`src/rtl/flop_bank_pkg.sv`:
```
// Shared encodings for the flop bank driver: command ops, FSM states, default width.
package flop_bank_pkg;

  localparam int DEFAULT_WIDTH = 8;
  localparam logic [7:0] ERR_COUNT_MAX = 8'hFF;

  typedef enum logic [1:0] {
    OP_LOAD  = 2'b00,
    OP_CLEAR = 2'b01,
    OP_SET   = 2'b10,
    OP_CHECK = 2'b11
  } op_e;

  typedef enum logic [1:0] {
    S_IDLE   = 2'b00,
    S_DRIVE  = 2'b01,
    S_VERIFY = 2'b10
  } state_e;

endpackage

```
`src/rtl/flop_bank_driver_if.sv`:
```
// Command handshake between a requester (master) and the flop bank driver (slave).
interface flop_bank_driver_if
  import flop_bank_pkg::*;
#(
  parameter int WIDTH = DEFAULT_WIDTH
) ();

  logic             cmd_valid;
  logic             cmd_ready;
  op_e              cmd_op;
  logic [WIDTH-1:0] cmd_data;

  modport master (
    output cmd_valid,
    output cmd_op,
    output cmd_data,
    input  cmd_ready
  );

  modport slave (
    input  cmd_valid,
    input  cmd_op,
    input  cmd_data,
    output cmd_ready
  );

endinterface

```
`src/rtl/flop_bank_driver.sv`:
```
// Drives sync reset/preset/data into an external flop bank, then reads it back
// and compares against an internal model, flagging and counting mismatches.
module flop_bank_driver
  import flop_bank_pkg::*;
#(
  parameter int WIDTH = DEFAULT_WIDTH
) (
  input  logic                clk,
  input  logic                reset,
  flop_bank_driver_if.slave   cmd,
  output logic                bank_reset,
  output logic                bank_preset,
  output logic [WIDTH-1:0]    bank_d,
  input  logic [WIDTH-1:0]    bank_q,
  output logic [WIDTH-1:0]    expected,
  output logic                done,
  output logic                err,
  output logic [7:0]          err_count
);

  state_e state;

  function automatic logic [WIDTH-1:0] next_expected(
    input op_e              op,
    input logic [WIDTH-1:0] data,
    input logic [WIDTH-1:0] cur
  );
    logic [WIDTH-1:0] r;
    r = cur;
    unique case (op)
      OP_LOAD:  r = data;
      OP_CLEAR: r = '0;
      OP_SET:   r = '1;
      OP_CHECK: r = cur;
    endcase
    return r;
  endfunction

  function automatic logic [7:0] sat_inc(input logic [7:0] v);
    return (v == ERR_COUNT_MAX) ? v : v + 8'd1;
  endfunction

  // The bank's data input always mirrors the model, so an idle bank keeps its value.
  assign bank_d = expected;

  always_ff @(posedge clk) begin
    if (reset) begin
      state         <= S_IDLE;
      bank_reset    <= 1'b1;
      bank_preset   <= 1'b0;
      expected      <= '0;
      done          <= 1'b0;
      err           <= 1'b0;
      err_count     <= '0;
      cmd.cmd_ready <= 1'b0;
    end else begin
      bank_reset  <= 1'b0;
      bank_preset <= 1'b0;
      done        <= 1'b0;
      unique case (state)
        S_IDLE: begin
          cmd.cmd_ready <= 1'b1;
          if (cmd.cmd_valid && cmd.cmd_ready) begin
            state         <= S_DRIVE;
            cmd.cmd_ready <= 1'b0;
            expected      <= next_expected(cmd.cmd_op, cmd.cmd_data, expected);
            bank_reset    <= (cmd.cmd_op == OP_CLEAR);
            bank_preset   <= (cmd.cmd_op == OP_SET);
          end
        end
        S_DRIVE: begin
          state <= S_VERIFY;
        end
        S_VERIFY: begin
          // Bank captured the drive on the previous edge, so bank_q is settled here.
          state         <= S_IDLE;
          done          <= 1'b1;
          cmd.cmd_ready <= 1'b1;
          if (bank_q != expected) begin
            err       <= 1'b1;
            err_count <= sat_inc(err_count);
          end
        end
        default: begin
          state <= S_IDLE;
        end
      endcase
    end
  end

endmodule

```
`src/flat_wrapper.sv`:
```
// flat-port wrapper written by rule: the top's interface ports become plain ports
module flop_bank_driver_flat import flop_bank_pkg::*;
#(
  parameter int WIDTH = DEFAULT_WIDTH
)
  (clk, reset, bank_reset, bank_preset, bank_d, bank_q, expected, done, err, err_count, cmd_cmd_valid, cmd_cmd_op, cmd_cmd_data, cmd_cmd_ready);
  flop_bank_driver_if #(.WIDTH(WIDTH)) cmd_i ();
  input  logic clk;
  input  logic reset;
  output logic bank_reset;
  output logic bank_preset;
  output logic [WIDTH-1:0] bank_d;
  input  logic [WIDTH-1:0] bank_q;
  output logic [WIDTH-1:0] expected;
  output logic done;
  output logic err;
  output logic [7:0] err_count;
  input wire logic [$bits(cmd_i.cmd_valid)-1:0] cmd_cmd_valid;
  input wire logic [$bits(cmd_i.cmd_op)-1:0] cmd_cmd_op;
  input wire logic [$bits(cmd_i.cmd_data)-1:0] cmd_cmd_data;
  output wire logic [$bits(cmd_i.cmd_ready)-1:0] cmd_cmd_ready;
  assign cmd_i.cmd_valid = cmd_cmd_valid;
  assign cmd_i.cmd_op = cmd_cmd_op;
  assign cmd_i.cmd_data = cmd_cmd_data;
  assign cmd_cmd_ready = cmd_i.cmd_ready;
  flop_bank_driver #(.WIDTH(WIDTH)) u_core (.clk(clk), .reset(reset), .cmd(cmd_i), .bank_reset(bank_reset), .bank_preset(bank_preset), .bank_d(bank_d), .bank_q(bank_q), .expected(expected), .done(done), .err(err), .err_count(err_count));
endmodule
```
`config.mk`:
```
export PLATFORM = sky130hd
export DESIGN_NAME = flop_bank_driver_flat
export DESIGN_NICKNAME = d
export VERILOG_FILES = /design/src/rtl/flop_bank_pkg.sv /design/src/rtl/flop_bank_driver_if.sv /design/src/rtl/flop_bank_driver.sv /design/src/flat_wrapper.sv
export SDC_FILE = /design/constraint.sdc
export NUM_CORES = 1
export LEC_CHECK = 0
export ABC_AREA = 1
export CAP_MARGIN = 40
export CORE_UTILIZATION = 47
export CTS_BUF_LIST = sky130_fd_sc_hd__clkbuf_16
export DETAILED_ROUTE_END_ITERATION = 10
export HOLD_SLACK_MARGIN = 0.08
export PLACE_DENSITY = 0.87
export SLEW_MARGIN = 20
export SYNTH_ARGS = -nofsm -noshare
export SYNTH_HDL_FRONTEND = slang
export SYNTH_SLANG_ARGS = --single-unit
export TNS_END_PERCENT = 5
```
`constraint.sdc`:
```
create_clock -name clk -period 3 [get_ports clk]
set_input_delay 0.45 -clock clk [delete_from_list [all_inputs] [get_ports clk]]
set_output_delay 0.45 -clock clk [all_outputs]
set_load 0.01 [all_outputs]
```
==> run metrics <==
cell type with the highest aggregate area in the netlist sky130_fd_sc_hd__dfxtp_1; die height around 55 um; antenna violations before repair 0; Final period util 0.6343; synthesized flop and latch total 23; Critical Path Source Type input pin; DR iter-0 viols 20; # nets final 255; # diodes 0; required arrival time at the worst endpoint about 3.1 ns; Num Clock Sinks 23; Crit Path Class in -> reg; Placement Cell Area roughly 1700 um2; die area 3027 um2; Post-Synthesis Cells 189; number of levels in the clock H-tree 1; clock transition time at the flip-flop clock pins of the worst setup and hold paths 0.06 ns; cell at the root of the clock tree sky130_fd_sc_hd__clkbuf_16; Setup violations, final 0; via count of the first global-routing pass 1,053; slew at the pin closest to its max-slew limit approximately 0.5 ns; arrival time at the worst endpoint 2.03 ns; layout overhead on the synthesized area 38.64%; Num CTS Buffers 3; maximum buffer depth of the clock tree 2; IO Port Bufs 49; Power Internal 0.5864 mW; Avg Cell Area, Syn roughly 7 um2; Post-Synth Adder-Cell Area 0.03788; via density per instance 4.695; chip width 55.02 um; CP Cell Sequence clkdlybuf4s50_1 > inv_1 > ha_1 > inv_1 > nand2_1 > nand2_1 > o21ai_2 > a21oi_1; wire length per cell between 10 and 15 um; switching part of the total 0.2474; max incr delay on CP 0.51 ns; sequential cell fraction of total power 0.431; Synth Area in Compound Gates 0.1051; CTS-repair resized insts 0; Final Hold Slack around 0.46 ns; run status complete, no violations; fraction of synthesized area in multiplexers 0; final worst clock skew 0.002577 ns; starting density of the core 0.5146; finished layout cell area 1832 um2; final estimated routing congestion in global placement roughly 0.8; worst min-delay path class reg -> reg; count of yosys warnings during synthesis 0; power density relative to cell area roughly 430 nW/um2; Total Wirelength 2783 um; Row Count 18; pin count of the biggest net entering global routing 17; net load switching power ~0.19 mW; Congestion Overflow GR 0; Slowest cell on crit path sky130_fd_sc_hd__clkdlybuf4s50_1; distinct cell type count of the synthesized netlist 30; peak supply drop 411.0 uV; first-pass GRT wire length approximately 4400 um; Top Ports 50; summed negative setup slack over all endpoints 0 ns; Clock power frac 0.372; number of search-and-repair iterations in the first detailed-routing pass 4; nature of the critical path endpoint flip-flop; Period minus WS final 1.903 ns; leakage 0.8241 nW; detailed-placement wirelength estimate 2100 um; Hold Buf Count CTS 0; post-synth design cell area 1321 um2; pins over their slew limit 0; biggest fanout along the worst timing path 9; Max Cap Violations 0; Top delay family on crit path buffers and inverters; combinational family with the most area after synthesis simple AND/OR/NAND/NOR gates; Core Box Area 2567 um2; DRC violations left 0; beginning of the worst register-to-register path u_core.err_count[1]; CTS tree built; share of Yosys cell area claimed by the top area cell type 0.3485; final hold violation count 0; # Post-CTS Setup Buffers 0; number of nets produced by synthesis 214; worst max-slew margin expressed relative to the limit 0.6578; total number of vias 1,216; Peak Freq 525.5 MHz; fraction of layout cells with a size suffix above 1 0.06114; combined buffer and inverter count along the critical path 3; most area-consuming cells after synthesis sky130_fd_sc_hd__dfxtp_1 (35%), sky130_fd_sc_hd__nand2_1 (16%), sky130_fd_sc_hd__inv_1 (7.1%), sky130_fd_sc_hd__nor2_1 (6.0%), sky130_fd_sc_hd__buf_4 (4.5%); global-route total usage across every layer 0.2107; Post-Synth XOR/XNOR Area 0.05303; share of the core filled with cells in the final layout 0.7135; worst setup path startpoint cmd_cmd_op[0]; portion of total power attributed to combinational logic 0.198; hold path startpoint u_core.state[1]; count of nets left with antenna violations after detail routing 0; RSZ-0062 raised after global routing false; clock latency of the later-clocked register in the worst-skew pair 0.26 ns; proportion of synthesized chip area in sequential cells 0.3485; simple-gate share of the synthesized area 0.3087
registers in the layout, indices dropped and copies added (netlist names):
name / flops
u_core.err_count: 8
u_core.state: 2
u_core.bank_reset: 1
u_core.cmd.cmd_ready: 1
u_core.bank_d: 8
u_core.bank_preset: 1
u_core.done: 1
u_core.err: 1
worst reg2reg max path: stages (launching register included):
cell and delay [ns]:
sky130_fd_sc_hd__dfxtp_1 0.40, sky130_fd_sc_hd__ha_1 0.24, sky130_fd_sc_hd__nand2_2 0.09, sky130_fd_sc_hd__nor3_4 0.25, sky130_fd_sc_hd__a21oi_4 0.14, sky130_fd_sc_hd__nand2_4 0.13, sky130_fd_sc_hd__nand2_1 0.07, sky130_fd_sc_hd__nand2_1 0.06
sky130_fd_sc_hd__nor2_1 0.04
layout by cell type, fill, tap and decap left out, drive strengths merged:
cell type and instances:
nand2 59, clkinvlp 1, or2 1, nor3b 1
o21ai 8, clkbuf 3, nor3 2, o21a 1
ha 4, a21oi 12, nor2 22, clkdlybuf4s50 49
a22o 1, xnor2 5, inv 25, nand4 1
nand3 7, dfxtp 23, xor2 3, nand3b 1
cells by family after synthesis:
family,Yosys count
AO/OA/AOI/OAI,22
XOR/XNOR,8
AND/OR/NAND/NOR,94
flip-flops,23
adder cells (fa/ha/maj),4
buffers and inverters,38
power groups by stage:
stage	logic (mW)	registers [mW]	clock network, mW
finish	0.154	0.336	0.290
floorplan	0.0818	0.347	0
detailed placement	0.154	0.342	0
global route	0.172	0.338	0.316
global placement	0.152	0.342	0
CTS	0.155	0.335	0.297
synthesized netlist by cell type:
cell type                  number
sky130_fd_sc_hd__nand2_1       56
sky130_fd_sc_hd__inv_1         25
sky130_fd_sc_hd__dfxtp_1       23
sky130_fd_sc_hd__nor2_1        21
sky130_fd_sc_hd__a21oi_1       10
sky130_fd_sc_hd__buf_4          8
sky130_fd_sc_hd__nand3_1        6
sky130_fd_sc_hd__o21ai_0        6
sky130_fd_sc_hd__xnor2_1        5
sky130_fd_sc_hd__ha_1           4
sky130_fd_sc_hd__xor2_1         3
sky130_fd_sc_hd__buf_2          2
sky130_fd_sc_hd__nand2_2        2
sky130_fd_sc_hd__o21ai_2        2
sky130_fd_sc_hd__a21oi_2        1
sky130_fd_sc_hd__a21oi_4        1
sky130_fd_sc_hd__a22o_1         1
sky130_fd_sc_hd__buf_6          1
sky130_fd_sc_hd__buf_8          1
sky130_fd_sc_hd__clkbuf_1       1
sky130_fd_sc_hd__nand2_4        1
sky130_fd_sc_hd__nand3_2        1
sky130_fd_sc_hd__nand3b_1       1
sky130_fd_sc_hd__nand4_1        1
sky130_fd_sc_hd__nor2_2         1
sky130_fd_sc_hd__nor3_1         1
sky130_fd_sc_hd__nor3_4         1
sky130_fd_sc_hd__nor3b_1        1
sky130_fd_sc_hd__o21a_1         1
sky130_fd_sc_hd__or2_1          1
stage by stage:
stage / cells / worst slack (ns) / power [mW]
after floorplan: 189 / 1.551 / 0.4285
after global placement: 255 / 0.9114 / 0.4936
after detailed placement: 255 / 0.8488 / 0.4963
after CTS: 259 / 1.118 / 0.7876
after global routing: 259 / 0.9729 / 0.8254
final: 259 / 1.097 / 0.7792
per-layer routing:
| metal | share of wire | up-vias | global-route usage |
|---|---|---|---|
| li1 | - | 654 | - |
| met1 | 0.46 | 529 | 0.2287 |
| met2 | 0.48 | 28 | 0.3614 |
| met3 | 0.039 | 5 | 0.08470 |
| met4 | 0.015 | 0 | 0.08750 |
| met5 | 0 | - | 0 |
final timing paths:
kind	endpoint	slack [ns]	cells after the start
max	u_core.bank_d[1]	1.10	8
min	u_core.state[1]	0.46	1
max reg2reg	u_core.err_count[3]	1.46	8
min reg2reg	u_core.state[1]	0.46	1
area by class of cell:
cell class	count	area [um2]
fillers	222	735.7
multi-input cells	128	666.9
repair buffers	49	490.5
flip-flops and latches	23	460.4
inverters	25	93.84
clock buffers	3	75.07
well taps	30	37.54
clock inverters	1	7.507
(Power assumes the default switching activity.)
==> edit 1, RTL diff (config.mk and constraints unchanged) <==
Reset style: asynchronous (`reset`), changed in one clocked block. Comments in the files are not updated.
--- a/src/rtl/flop_bank_driver.sv
+++ b/src/rtl/flop_bank_driver.sv
@@ -43,7 +43,7 @@
   // The bank's data input always mirrors the model, so an idle bank keeps its value.
   assign bank_d = expected;
 
-  always_ff @(posedge clk) begin
+  always_ff @(posedge clk or posedge reset) begin
     if (reset) begin
       state         <= S_IDLE;
       bank_reset    <= 1'b1;
Function: differs if reset is asserted again (counterexample within 4 cycles, from zero or initial values and one cycle with reset high); with reset held inactive, the same outputs for 10 cycles.
==> edit 1 against the unedited design <==
Area after synthesis increased by 4.5%; critical path type unchanged; wire length decreased by 2.9%; worst setup slack improved by 34 ps; critical endpoint is now u_core.bank_d[0]$_DFFE_PP0P_; final area increased by 5.0%; clock skew down 1.3 ps; sequential cell count is the same; fmax rose by 1.8%; non-clock buffer count grew 1; first-iteration DRC count grew 110%.
Power is not compared: it rests on default switching activity, and its combinational part moved more than twofold at a synthesized area within 25%.
==> edit 1: results (changes against the unedited design) <==
Synth
  • Syn_nets: 198 (was 214)
  • Ys async rst share: 100% (was 0%)
  • Yosys Warn Count: 0 (unchanged)
  • Top_reg_cell synth: dfrtp_1 (was dfxtp_1)
  • Synth cell types: 25 (was 30)
  • Top cells by area, synth: dfrtp_1 (40%), nand2_1 (15%), inv_1 (4.6%), nand3_1 (4.3%), buf_4 (4.3%) (was dfxtp_1 (35%), nand2_1 (16%), inv_1 (7.1%), nor2_1 (6.0%), buf_4 (4.5%))
  • Seq/Total Area, Yosys: 41.8% (was 34.8%)
  • Synth Instances: 173 (was 189)
  • Top cells by count, synth: nand2_1 (57), dfrtp_1 (22), inv_1 (17) (was nand2_1 (56), inv_1 (25), dfxtp_1 (23))

Global route
  • Met1 Use GR: 23.3% (was 22.9%)
  • Antenna violations before repair: 0 (unchanged)
  • Met3 track demand over resource: 4.65% (was 8.47%)
  • First-pass GRT wire length: 4.73 mm (was 4.37 mm)
  • Largest net degree at the start of global routing: 20 (was 17)
  • Vias in the first global route: 1115 (was 1053)
  • Met2 capacity usage during global routing: 33.2% (was 36.1%)
  • GRT Total Usage: 19.4% (was 21.1%)

Placed design
  • Place WS: 877 ps (was 849 ps)
  • RePlAce Congestion: 0.744 (was 0.788)
  • Post-detailed-placement half-perimeter wirelength: 1.97 mm (was 2.10 mm)
  • Port Buffers: 49 (unchanged)

Drt
  • Vias per Instance: 4.68 (was 4.69)
  • Drc violations: 0 (unchanged)
  • Final wirelength: 2.70 mm (was 2.78 mm)
  • DRT iter0 DRCs: 41 (was 20)
  • Drt pass-1 iters: 4 (unchanged)

Finish
  • Filler cell count: 229 (was 222)
  • Layout cells sized above 1: 14.4% (was 6.11%)
  • Layout Cells excl Fill: 247 (was 259)
  • Fin nets: 242 (was 255)
  • Antenna diodes: 0 (unchanged)

Power
  • VDD IR max: 505 uV
  • LEAKAGE: 0.940 nW

Clock network
  • Clock slew at reported path FFs: 60 ps (about the same)
  • Post-CTS Setup Inserts: 0 (unchanged)
  • Longest Clk Path Bufs: 2 (unchanged)
  • CTS Buf Count: 3 (unchanged)
  • Depth of the CTS H-tree: 1 (unchanged)
  • Worst-Skew Late Latency: approximately 250 ps

Status
  • Status: finished clean (unchanged)

Hold path
  • Tightest Hold Check Type: in2async (was reg2reg)

Worst setup path
  • Worst EP arrival: 2000 ps (was 2030 ps)
  • R2R depth: 9 (was 8)
  • Worst Path Max Fanout: 9 (unchanged)

STA
  • Final clock skew: 1.31 ps (was 2.58 ps)
  • Slew margin rel.: 66.9% (was 65.8%)
==> edit 1: changes by cell type after synthesis, sizes merged, moves of 6 or more <==
| cell | unedited run | this run |
|---|---|---|
| dfxtp | 23 | 0 |
| a21oi | 12 | 0 |
| nand2 | 59 | 66 |
| dfrtp | 0 | 22 |
| nor2 | 22 | 14 |
| nand3 | 7 | 13 |
==> edit 1: area by class of cell <==
cell class                      count  share of cell area (%)
Multi-Input combinational cell    116                    33.1
Sequential cell                    23                    30.0
Timing Repair Buffer               50                    26.3
Inverter                           23                    4.49
Clock buffer                        3                    3.90
Tap cell                           31                    2.02
Clock inverter                      1                   0.195
==> edit 1: critical path: stages <==
cell and delay (ps):
clkdlybuf4s50_1 510, inv_1 50, ha_1 420, or2_1 300, nand2_1 120, nand2_2 90
o21ai_2 50
==> edit 1: per-layer routing <==
layer  routed length [um]  vias to the layer above
met5                    0                        -
met4                   51                        0
met3                  123                        5
met2                 1310                       27
met1                 1220                      522
li1                     -                      601
==> edit 1: where the power goes <==
part           switching, mW  total [mW]  leakage, nW  internal (mW)
sequential             0.114       0.529        0.288          0.415
clock                  0.104       0.282       0.0423          0.178
combinational          0.337       0.744        0.610          0.408
total                  0.555        1.56        0.940           1.00
==> edit 1: stage by stage <==
step / power, mW / hold slack, ps / area (sq um)
finish: 1.56 / 403 / 1920
floorplan: 0.980 / 423 / 1380
CTS: 1.57 / 411 / 1920
global route: 1.65 / 413 / 1920
detailed placement: 1.28 / 450 / 1840
global placement: 1.26 / 443 / 1830
==> edit 1: worst paths after layout <==
| path | slack, ps | from | endpoint |
|---|---|---|---|
| min in group clk | 460 | u_core.state[1]$_DFFE_PP0P_ | u_core.state[1]$_DFFE_PP0P_ |
| worst min register to register | 460 | u_core.state[1]$_DFFE_PP0P_ | u_core.state[1]$_DFFE_PP0P_ |
| worst min-delay path | 400 | reset | u_core.state[0]$_DFFE_PP0P_ |
| worst max-delay path | 1130 | cmd_cmd_op[0] | u_core.bank_d[0]$_DFFE_PP0P_ |
| max in group asynchronous | 2210 | reset | u_core.err_count[0]$_DFFE_PP0P_ |
| worst max register to register | 1430 | u_core.err_count[0]$_DFFE_PP0P_ | u_core.err_count[3]$_DFFE_PP0P_ |
==> edit 1: kinds of logic after synthesis <==
kind of cell / count (synthesis) / synth area share [%]
AND/OR/NAND/NOR: 95 / 31.6
buffers and inverters: 34 / 12.1
flip-flops: 23 / 41.8
AO/OA/AOI/OAI: 11 / 7.06
XOR/XNOR: 6 / 3.80
adder cells (fa/ha/maj): 4 / 3.62
==> edit 2, RTL diff (same settings) <==
Made on the original files. The package constant `DEFAULT_WIDTH` goes from 8 to 9.
--- a/src/rtl/flop_bank_pkg.sv
+++ b/src/rtl/flop_bank_pkg.sv
@@ -1,7 +1,7 @@
 // Shared encodings for the flop bank driver: command ops, FSM states, default width.
 package flop_bank_pkg;
 
-  localparam int DEFAULT_WIDTH = 8;
+  localparam int DEFAULT_WIDTH = 9;
   localparam logic [7:0] ERR_COUNT_MAX = 8'hFF;
 
   typedef enum logic [1:0] {
Interface: changed (resized bank_d, bank_q, cmd_cmd_data and expected); port bits go from 50 to 54. No check against the original RTL was run, so the function may have changed too.
==> edit 2 against the unedited design <==
Combinational power fell by 3%; clock skew rose by 0.80 ps; via count grew 3.4%; critical path type unchanged; worst setup slack worse by 51 ps; total power up 0.34%; sequential power increased by 3%; sequential cell count increased by 1; sequential share of layout area increased by 0.88 points; area after synthesis shrank 0.57%; first-iteration DRC count up 50%; global-route usage up 0.44 points; final area rose by 0.82%; wire length grew 0.93%; synthesized cell count fell by 1.6%.
==> edit 2: results (changes against the unedited design) <==
Power
  • VDD IR max: 489 uV (was 411 uV)
  • LEAKAGE: 0.748 nW (was 0.824 nW)

Global route
  • Largest net degree at the start of global routing: 19 (was 17)
  • First-pass GRT wire length: 4.69 mm (was 4.37 mm)
  • Vias in the first global route: 1137 (was 1053)
  • GRT Total Usage: 21.5% (was 21.1%)

Finish
  • Fin nets: 257 (was 255)
  • Layout cells sized above 1: 4.80% (was 6.11%)

STA
  • Hold_ws: 459 ps (was 464 ps)
  • Final clock skew: 3.38 ps (was 2.58 ps)
  • Least-Margin Pin Slew: 506 ps (was 513 ps)

Placed design
  • Area after DPL: 1770 sq um (was 1750 sq um)
  • RePlAce Congestion: 0.829 (was 0.788)
  • Post-detailed-placement half-perimeter wirelength: 2.10 mm (about the same)
  • Port Buffers: 53 (was 49)

Synth
  • Xor/xnor share of the synthesized area: 4.67% (was 5.30%)
  • Top cells by count, synth: nand2_1 (44), dfxtp_1 (24), nor2_1 (22) (was nand2_1 (56), inv_1 (25), dfxtp_1 (23))
  • Seq/Total Area, Yosys: 36.6% (was 34.8%)
  • Compound-gate portion of the synthesized area: 11.4% (was 10.5%)
  • Synth cell types: 24 (was 30)
  • Top cells by area, synth: dfxtp_1 (37%), nand2_1 (13%), a21oi_1 (6.5%), nor2_1 (6.3%), inv_1 (5.7%) (was dfxtp_1 (35%), nand2_1 (16%), inv_1 (7.1%), nor2_1 (6.0%), buf_4 (4.5%))
  • Post-synthesis mux area share: 0% (unchanged)
  • Post-synthesis adder-cell area fraction: 3.81% (was 3.79%)

Clock network
  • Post_cts resized: 0 (unchanged)
  • Post-CTS Setup Inserts: 0 (unchanged)

Drt
  • Final wirelength: 2.81 mm (was 2.78 mm)
  • DRT iter0 DRCs: 30 (was 20)
  • Vias per Instance: 4.85 (was 4.69)

Worst setup path
  • Worst EP arrival: 2080 ps (was 2030 ps)

Status
  • Status: finished clean (unchanged)
## edit 2: cell count changes after synthesis, moves of 2 or more
| cell | change |
|---|---|
| nand2_1 | -12 |
| a21oi_1 | +7 |
| inv_1 | -5 |
| nand3_1 | +5 |
| inv_2 | +3 |
| xor2_1 | -3 |
| nor3_1 | +2 |
| o21ai_0 | +2 |
| xnor2_1 | +2 |
## edit 2: cells by family (layout without fill, tap and decap cells)
logic type      Yosys count  count (layout)
simple gates             86              86
buf+inv                  37              80
compound gates           28              28
flops                    24              24
xor+xnor                  7               7
fa+ha+maj                 4               4
## edit 2: per-stage QoR
stage	utilization (%)	worst slack [ps]	power, mW	instances
global placement	68.9	871	0.500	255
floorplan	-	1520	0.436	186
CTS	71.9	1060	0.786	259
detailed placement	68.9	804	0.503	255
finish	71.9	1050	0.782	259
global route	71.9	889	0.815	259
## edit 2: cell type report
class / instances / area, sq um
Fill cell: 228 / 721
Inverter: 23 / 86.3
Timing Repair Buffer: 53 / 531
Clock inverter: 1 / 3.75
Tap cell: 30 / 37.5
Clock buffer: 3 / 75.1
Sequential cell: 24 / 480
Multi-Input combinational cell: 125 / 633
## edit 2: worst paths after layout
path | start | end | cells after the start
setup / recovery | cmd_cmd_op[0] | u_core.bank_d[5]$_SDFFE_PP0P_ | 8
hold / removal | u_core.state[1]$_SDFFE_PP0P_ | u_core.state[1]$_SDFFE_PP0P_ | 1
setup reg to reg | u_core.err_count[0]$_SDFFE_PP0P_ | u_core.err_count[6]$_SDFFE_PP0P_ | 11
hold reg to reg | u_core.state[1]$_SDFFE_PP0P_ | u_core.state[1]$_SDFFE_PP0P_ | 1
## edit 2: layer usage
metal	vias up	part of all wire [%]	track usage (%)	wire length [um]
li1	661	-	-	-
met1	552	44	24.4	1250
met2	42	49	39.4	1370
met3	2	6.4	5.83	179
met4	0	0.39	4.70	11
met5	-	0	0	0
## edit 2: report_power, final
group / internal, mW / switching [mW] / leakage, nW / total [mW]
Sequential: 0.332 / 0.0139 / 0.196 / 0.346
Combinational: 0.0862 / 0.0636 / 0.514 / 0.150
Clock: 0.178 / 0.108 / 0.0385 / 0.286
Total: 0.596 / 0.185 / 0.748 / 0.782
## edit 2: critical path: stages
cell             delay (ps)
clkdlybuf4s50_1         500
inv_1                    50
ha_1                    450
inv_1                    70
nand2_1                 220
nand2_1                  80
o21ai_0                 190
a21oi_1                  60
